## config.mk

```make
export PLATFORM = sky130hd
export DESIGN_NAME = rr_burst_arbiter_flat
export DESIGN_NICKNAME = d
export VERILOG_FILES = /design/src/rtl/arb_pkg.sv /design/src/rtl/rr_burst_arbiter_if.sv /design/src/rtl/rr_burst_arbiter_rr_pick.sv /design/src/rtl/rr_burst_arbiter.sv /design/src/flat_wrapper.sv
export SDC_FILE = /design/constraint.sdc
export NUM_CORES = 1
export LEC_CHECK = 0
export CORE_AREA = 2 2 72 74
export CTS_CLUSTER_SIZE = 10
export DETAILED_ROUTE_END_ITERATION = 10
export DIE_AREA = 0 0 74 76
export DONT_BUFFER_PORTS = 1
export PLACE_DENSITY = 0.57
export SETUP_SLACK_MARGIN = 0.1
export SKIP_CTS_REPAIR_TIMING = 1
export SLEW_MARGIN = 20
export SYNTH_ARGS = -nofsm -noshare
export SYNTH_HDL_FRONTEND = slang
export SYNTH_HIERARCHICAL = 1
export SYNTH_SLANG_ARGS = --single-unit
export TNS_END_PERCENT = 1
```

## constraint.sdc

```tcl
create_clock -name clk -period 3.05 [get_ports clk]
set_clock_uncertainty 0.05 [all_clocks]
set_input_delay 0.305 -clock clk [delete_from_list [all_inputs] [get_ports clk]]
set_output_delay 0.305 -clock clk [all_outputs]
set_load 0.03 [all_outputs]
```

## src/rtl/arb_pkg.sv

```systemverilog
// arb_pkg: shared state encoding, default sizing and index helper for the burst arbiter
package arb_pkg;
  localparam int NUM_REQ_DEF   = 4;
  localparam int DATA_W_DEF    = 32;
  localparam int MAX_BEATS_DEF = 16;
  localparam int SRC_W_DEF     = $clog2(NUM_REQ_DEF);
  typedef enum logic {ARB_IDLE, ARB_GRANT} arb_state_e;
  function automatic int next_idx(input int s, input int n);
    return (s == n - 1) ? 0 : s + 1;
  endfunction
endpackage

```

## src/rtl/rr_burst_arbiter_if.sv

```systemverilog
// rr_burst_arbiter_if: requester and downstream stream signals plus grant/status of the arbiter
interface rr_burst_arbiter_if
  import arb_pkg::*;
#(
  parameter  int NUM_REQ = NUM_REQ_DEF,
  parameter  int DATA_W  = DATA_W_DEF,
  localparam int SRC_W   = $clog2(NUM_REQ)
);
  logic [NUM_REQ-1:0]        req_valid;
  logic [NUM_REQ*DATA_W-1:0] req_data;
  logic [NUM_REQ-1:0]        req_last;
  logic [NUM_REQ-1:0]        req_ready;
  logic                      out_valid;
  logic [DATA_W-1:0]         out_data;
  logic                      out_last;
  logic                      out_ready;
  logic [SRC_W-1:0]          out_src;
  logic [NUM_REQ-1:0]        gnt;
  logic                      busy;
  logic                      timeout_err;
  logic [SRC_W-1:0]          err_src;
  modport master (
    input  req_valid, req_data, req_last, out_ready,
    output req_ready, out_valid, out_data, out_last, out_src, gnt, busy, timeout_err, err_src
  );
  modport slave (
    output req_valid, req_data, req_last, out_ready,
    input  req_ready, out_valid, out_data, out_last, out_src, gnt, busy, timeout_err, err_src
  );
endinterface

```

## src/rtl/rr_burst_arbiter_rr_pick.sv

```systemverilog
// rr_pick: combinational round-robin picker, first set request at or after ptr
module rr_pick #(
  parameter  int NUM_REQ = 4,
  localparam int SRC_W   = $clog2(NUM_REQ)
) (
  input  logic [NUM_REQ-1:0] req_i,
  input  logic [SRC_W-1:0]   ptr_i,
  output logic [NUM_REQ-1:0] pick_o,
  output logic [SRC_W-1:0]   idx_o
);
  logic [2*NUM_REQ-1:0] dbl;
  assign dbl = {req_i, req_i};
  // scan from farthest to nearest so the request closest to ptr wins
  always_comb begin
    idx_o = '0;
    for (int i = NUM_REQ - 1; i >= 0; i--)
      if (dbl[int'(ptr_i) + i]) idx_o = SRC_W'((int'(ptr_i) + i) % NUM_REQ);
    pick_o = (|req_i) ? (NUM_REQ'(1) << idx_o) : '0;
  end
endmodule

```

## src/rtl/rr_burst_arbiter.sv

```systemverilog
// rr_burst_arbiter: burst-locked round-robin sharing of one stream channel with a beat watchdog
module rr_burst_arbiter
  import arb_pkg::*;
#(
  parameter  int NUM_REQ   = NUM_REQ_DEF,
  parameter  int DATA_W    = DATA_W_DEF,
  parameter  int MAX_BEATS = MAX_BEATS_DEF,
  localparam int SRC_W     = $clog2(NUM_REQ),
  localparam int CNT_W     = $clog2(MAX_BEATS) + 1
) (
  input logic clk,
  input logic rst,
  rr_burst_arbiter_if.master bus
);
  localparam logic [CNT_W-1:0] CAP = CNT_W'(MAX_BEATS - 1);
  arb_state_e         state_q, state_d;
  logic [NUM_REQ-1:0] gnt_q, gnt_d, pick;
  logic [SRC_W-1:0]   ptr_q, ptr_d, src_q, src_d, esrc_q, esrc_d, pick_idx;
  logic [CNT_W-1:0]   cnt_q, cnt_d;
  logic               terr_q, terr_d, busy, at_cap, accept, done, forced;
  rr_pick #(.NUM_REQ(NUM_REQ)) u_pick (
    .req_i (bus.req_valid),
    .ptr_i (ptr_q),
    .pick_o(pick),
    .idx_o (pick_idx)
  );
  assign busy            = (state_q == ARB_GRANT);
  assign at_cap          = (cnt_q == CAP);
  assign bus.out_valid   = busy & bus.req_valid[src_q];
  assign bus.out_data    = busy ? bus.req_data[src_q*DATA_W +: DATA_W] : '0;
  assign bus.out_last    = busy & (bus.req_last[src_q] | at_cap);
  assign bus.req_ready   = busy ? (gnt_q & {NUM_REQ{bus.out_ready}}) : '0;
  assign bus.out_src     = src_q;
  assign bus.gnt         = gnt_q;
  assign bus.busy        = busy;
  assign bus.timeout_err = terr_q;
  assign bus.err_src     = esrc_q;
  assign accept          = bus.out_valid & bus.out_ready;
  assign done            = accept & (bus.req_last[src_q] | at_cap);
  assign forced          = accept & ~bus.req_last[src_q] & at_cap;
  // arbitrate in IDLE, hold the grant until a last or watchdog beat is accepted
  always_comb begin
    state_d = state_q;
    gnt_d   = gnt_q;
    ptr_d   = ptr_q;
    cnt_d   = cnt_q;
    src_d   = src_q;
    esrc_d  = esrc_q;
    terr_d  = 1'b0;
    if (!busy) begin
      if (|bus.req_valid) begin
        state_d = ARB_GRANT;
        gnt_d   = pick;
        src_d   = pick_idx;
        cnt_d   = '0;
      end
    end else if (accept) begin
      cnt_d = cnt_q + 1'b1;
      if (done) begin
        state_d = ARB_IDLE;
        gnt_d   = '0;
        ptr_d   = SRC_W'(next_idx(int'(src_q), NUM_REQ));
        terr_d  = forced;
        esrc_d  = forced ? src_q : esrc_q;
      end
    end
  end
  // state registers, synchronous active-low reset
  always_ff @(posedge clk) begin
    if (!rst) begin
      state_q <= ARB_IDLE;
      gnt_q   <= '0;
      ptr_q   <= '0;
      cnt_q   <= '0;
      src_q   <= '0;
      esrc_q  <= '0;
      terr_q  <= 1'b0;
    end else begin
      state_q <= state_d;
      gnt_q   <= gnt_d;
      ptr_q   <= ptr_d;
      cnt_q   <= cnt_d;
      src_q   <= src_d;
      esrc_q  <= esrc_d;
      terr_q  <= terr_d;
    end
  end
endmodule

```

## src/flat_wrapper.sv

```systemverilog
// flat-port wrapper written by rule: the top's interface ports become plain ports
module rr_burst_arbiter_flat import arb_pkg::*;
#(
  parameter  int NUM_REQ   = NUM_REQ_DEF,
  parameter  int DATA_W    = DATA_W_DEF,
  parameter  int MAX_BEATS = MAX_BEATS_DEF,
  localparam int SRC_W     = $clog2(NUM_REQ),
  localparam int CNT_W     = $clog2(MAX_BEATS) + 1
)
  (clk, rst, bus_req_valid, bus_req_data, bus_req_last, bus_out_ready, bus_req_ready, bus_out_valid, bus_out_data, bus_out_last, bus_out_src, bus_gnt, bus_busy, bus_timeout_err, bus_err_src);
  rr_burst_arbiter_if #(.NUM_REQ(NUM_REQ), .DATA_W(DATA_W)) bus_i ();
  input logic clk;
  input logic rst;
  input wire logic [$bits(bus_i.req_valid)-1:0] bus_req_valid;
  input wire logic [$bits(bus_i.req_data)-1:0] bus_req_data;
  input wire logic [$bits(bus_i.req_last)-1:0] bus_req_last;
  input wire logic [$bits(bus_i.out_ready)-1:0] bus_out_ready;
  output wire logic [$bits(bus_i.req_ready)-1:0] bus_req_ready;
  output wire logic [$bits(bus_i.out_valid)-1:0] bus_out_valid;
  output wire logic [$bits(bus_i.out_data)-1:0] bus_out_data;
  output wire logic [$bits(bus_i.out_last)-1:0] bus_out_last;
  output wire logic [$bits(bus_i.out_src)-1:0] bus_out_src;
  output wire logic [$bits(bus_i.gnt)-1:0] bus_gnt;
  output wire logic [$bits(bus_i.busy)-1:0] bus_busy;
  output wire logic [$bits(bus_i.timeout_err)-1:0] bus_timeout_err;
  output wire logic [$bits(bus_i.err_src)-1:0] bus_err_src;
  assign bus_i.req_valid = bus_req_valid;
  assign bus_i.req_data = bus_req_data;
  assign bus_i.req_last = bus_req_last;
  assign bus_i.out_ready = bus_out_ready;
  assign bus_req_ready = bus_i.req_ready;
  assign bus_out_valid = bus_i.out_valid;
  assign bus_out_data = bus_i.out_data;
  assign bus_out_last = bus_i.out_last;
  assign bus_out_src = bus_i.out_src;
  assign bus_gnt = bus_i.gnt;
  assign bus_busy = bus_i.busy;
  assign bus_timeout_err = bus_i.timeout_err;
  assign bus_err_src = bus_i.err_src;
  rr_burst_arbiter #(.NUM_REQ(NUM_REQ), .DATA_W(DATA_W), .MAX_BEATS(MAX_BEATS)) u_core (.clk(clk), .rst(rst), .bus(bus_i));
endmodule
```

After elaboration in Yosys (flattened, before gate mapping)
Index checks and enable logic that the tools add are counted.
- word-level logic and storage cells: 74
- flip-flop bits (word level): 17
- reductions and logical operators: 8
- add/sub/neg operators: 5
- muxes and demuxes: 33
- eq/ne operators: 4
- bitwise logic cells: 10
- $lt $le $gt $ge: 5
- shift-type cells: 2
- operators by type and width (operator ; count):
    variable part select 128 x 8 -> 32 bit ; 1
    < comparator 32 x 5 -> 1 bit, second input constant ; 3
    two-way mux 32 bit ; 1
    two-way mux 4 bit ; 5
    two-way mux 5 bit ; 3
    two-way mux 1 bit ; 13
    two-way mux 2 bit ; 5
    binary-select mux 1 bit (select 3 bit) ; 3
    AND reduction 4 bit ; 2
    adder 2 x 2 -> 3 bit, second input constant ; 2
    AND 1 bit ; 6
    binary-select mux 1 bit (select 2 bit) ; 3
    AND reduction 3 bit ; 2
    adder 5 x 1 -> 5 bit, second input constant ; 1
    == test 5 x 4 -> 1 bit, second input constant ; 1
    AND 4 bit ; 1
    < comparator 2 x 4 -> 1 bit, second input constant ; 1
    != test 2 bit, second input constant ; 2
    AND reduction 2 bit ; 2
    OR reduction 4 bit ; 1
    left shift 1 x 2 -> 4 bit, first input constant ; 1
    adder 2 x 1 -> 3 bit, second input constant ; 1
    < comparator 2 x 3 -> 1 bit, second input constant ; 1
    adder 2 x 1 -> 2 bit, second input constant ; 1
    4 further kinds ; 5

Longest topological paths before layout
- depth after elaboration: 11
- gate-level depth with buffers: 8
- gate-level depth less buffers: 8

Cells and area by module
The synthesis kept the hierarchy.
- modules (own cells, without submodules) (module ; instances ; cells each ; area each (µm²) ; seq. area each (µm²)):
    rr_burst_arbiter ; 1 ; 173 ; 1835.5 ; 340.3
    rr_pick ; 1 ; 33 ; 251.5 ; 0.0

Worst setup path before layout
OpenSTA, ideal clock, no wires.
- path type: reg-to-output
- start: reg u_core.src_q[0], in the netlist u_core/bus.out_src[0]
- end: out bus_out_data[14]
- path slack: 0.858 ns
- cell stages (with the launch flop): 5
- arrival time: 1.837 ns
- buffers on the path: 2
- data required time: 2.695 ns
- path through: dfxtp_1 -> buf_6 -> buf_2 -> mux4_2 -> and2_1
- cells in the longest elaborated chain, start to end: 2
- RTL lines (element ; RTL line ; text):
    start: declaration ; rr_burst_arbiter.sv:18 ; logic [SRC_W-1:0] ptr_q, ptr_d, src_q, src_d, esrc_q, esrc_d, pick_idx;
    start signal: assignment ; rr_burst_arbiter.sv:83 ; src_q <= src_d;
    variable part select 128 x 8 -> 32 bit ; rr_burst_arbiter.sv:30 ; assign bus.out_data = busy ? bus.req_data[src_q*DATA_W +: DATA_W] : '0;
    two-way mux 32 bit ; rr_burst_arbiter.sv:30 ;
    end: declaration ; flat_wrapper.sv:20 ; output wire logic [$bits(bus_i.out_data)-1:0] bus_out_data;
Every way passes these cells.

Final worst setup path
- start: reg u_core.src_q[1], in the netlist u_core/bus.out_src[1]
- end: out bus_out_data[28]
Same word-level chain as after synthesis.

==> results by group <==
Status
  • Status: finished clean

Placement
  • IO Port Bufs: 0
  • Final GP Congestion: 0.913
  • HPWL after DPL: 5230 um

Synthesis
  • Asr flop ratio synth: 0
  • Yosys top cell area share: 0.335
  • Avg Cell Area, Syn: 10.1 um^2
  • Top cell type by total area after synthesis: mux4_2
  • Predominant post-synthesis flop cell: dfxtp_1
  • Distinct cell type count after synthesis: 42
  • Yosys Warn Count: 6
  • Post-synthesis register bit count: 17
  • Post-Synthesis Cell Area: 2090 um^2
  • Synth top area cells: mux4_2 33%, dfxtp_1 16%, and2_1 10%, mux2i_1 5.3%, nand2_1 2.7%
  • Gate Count Post-Synth: 206
  • Post-Syn Nets: between 300 and 400
  • EDFF count, synth: 0
  • Post-synthesis sequential area ratio: 0.163

Timing
  • Slew Viols, Final: 0
  • Tcrit/Tclk final: 0.767
  • TNS Setup: 0 ns
  • RSZ-0062 raised after global routing: false
  • Setup Viol. Count Final: 0
  • Fin crit period: 2.34 ns
  • Tightest Pin Transition: 0.594 ns
  • Final Hold Viols: 0
  • F_max: 428 MHz
  • Normalized max-slew margin: 0.603

Drt
  • First-pass DRT Iterations: 4
  • Remaining DRCs: 0
  • 1st-iter DRT viols: 84
  • Post-DR wirelength/cell: 24.4 um
  • DRT antenna net count: 0
  • Vias/cell: 6.51
  • Detailed-route via count: 1737
  • Total wire length: 6500 um

Setup path
  • CP Launch Point: u_core/bus.out_src[1]
  • CP top delay family: flip-flops
  • Arrival time at the worst endpoint: between 1.5 and 2 ns
  • Worst Path Max Fanout: 25
  • Critical path's slowest cell: dfxtp_2
  • Critical path buffer and inverter count: 1
  • CP endpoint kind: output port
  • Crit path kind: register to output port
  • Critical path startpoint category: register
  • Cell Chain, Critical Path: buf_4 -> mux4_2 -> and2_1
  • RR Startpoint: u_core/ptr_q[0]
  • Crit path largest cell delay: 0.69 ns
  • Worst Path Required: 2.69 ns

Finish
  • Final nets: 340
  • End-of-flow core utilization: 0.439
  • Filler Cells Inserted: 470
  • Area grow syn2layout: 3.30%
  • Most frequent cells in the layout: 34 x and2_1, 31 x mux4_2, 15 x nand2_1, 15 x dfxtp_1, 11 x mux2i_1
  • Most common cell after layout, fill and taps aside: and2_1
  • Layout cells sized above 1: 0.245
  • Area occupied by multi-input gates: 1630 um^2
  • FF/Latch Area: 343 um^2

Hold path
  • Hold path start: rst
  • HP Class: primary input to register

Clock network
  • Clock latency on the worst-skew pair: ~0.26 ns
  • CTS sink count: 17
  • Reg clk slew, reported paths: 0.07 ns
  • Total CTS buffers: 3
  • CTS tree: built
  • Clk root buf: clkbuf_8
  • CTS H-tree lvls: 1
  • Clock Path Buffers: 2

Global route
  • Antenna violations before repair: 0
  • Total congestion overflow: 0
  • First-pass GRT wire length: 9250 um
  • Vias in the first global route: between 1500 and 2000
  • Total GRT Usage: 0.216
  • Largest net degree at the start of global routing: 38

Pwr
  • Power Density: 358 nW/um^2
  • Static Leak: around 0.7 nW
  • Max IR drop VDD: 0.193 mV

Job
  • Max-Cap Viols: 0

Die
  • DIE AREA: 5620 um^2
  • Area of the core: 4910 um^2
  • Die H: 76 um
  • Total I/O pin count: 187
  • Row count: 26
  • Die width: roughly 74 um
  • Starting Density: 0.425
[stage by stage]
stage	power [mW]	worst slack, ns	std cells	cell area, um^2	hold slack (ns)
finish	0.772	0.712	267	2160	0.112
global route	0.808	0.656	266	2150	0.109
CTS	0.775	0.714	266	2150	0.111
detailed placement	0.600	0.968	262	2110	0.379
global placement	0.593	1.06	262	2110	0.376
floorplan	0.571	0.858	206	2090	0.402
[flip-flops by register name, summed over array words and instances, names as in the netlist]
signal and cells:
u_core/ptr_q 2, u_core/bus.err_src 2, u_core/bus.busy 1, u_core/bus.out_src 2, u_core/bus.gnt 4, u_core/cnt_q 5
u_core/bus.timeout_err 1
[layer usage]
layer  vias to the layer above  track usage  wire (um)
li1                        765            -          -
met1                       862        0.265       2510
met2                       104        0.378       3370
met3                         6       0.0582        593
met4                         0       0.0400         38
met5                         -            0          0
[path summary, 6_finish.rpt]
| check | to | slack, ns | cells past startpoint |
|---|---|---|---|
| max | bus_out_data[28] | 0.71 | 3 |
| min | u_core/cnt_q[4] | 0.11 | 1 |
| max reg2reg | u_core/bus.gnt[3] | 0.94 | 7 |
| min reg2reg | u_core/cnt_q[1] | 0.45 | 2 |
[cell type report]
cell class,instances,area share
Multi-Input combinational cell,166,0.756
Sequential cell,17,0.159
Tap cell,70,0.0406
Clock buffer,4,0.0209
Timing Repair Buffer,4,0.0139
Inverter,5,0.00871
Antenna cell,1,0.00116
[synthesized netlist by cell type, drive strengths merged, types with 4 or more instances]
cell type	number
and3	8
nand2	15
buf	9
and2	34
mux4	33
nor2b	5
clkbuf	9
inv	5
nor2	8
nand3	7
o22ai	5
o21ai	5
a21oi	4
ha	4
dfxtp	17
mux2i	11
[kinds of logic after synthesis]
| kind of cell | count (synthesis) | synth area share |
|---|---|---|
| flops | 17 | 0.163 |
| simple gates | 93 | 0.261 |
| buf+inv | 23 | 0.0564 |
| fa+ha+maj | 4 | 0.0240 |
| compound gates | 24 | 0.0761 |
| mux | 45 | 0.420 |
[power by group]
part / internal (mW) / switching [mW]
Combinational: 0.140 / 0.201
Sequential: 0.231 / 0.0231
Clock: 0.0930 / 0.0843
Power figures use the tool's default switching activity.
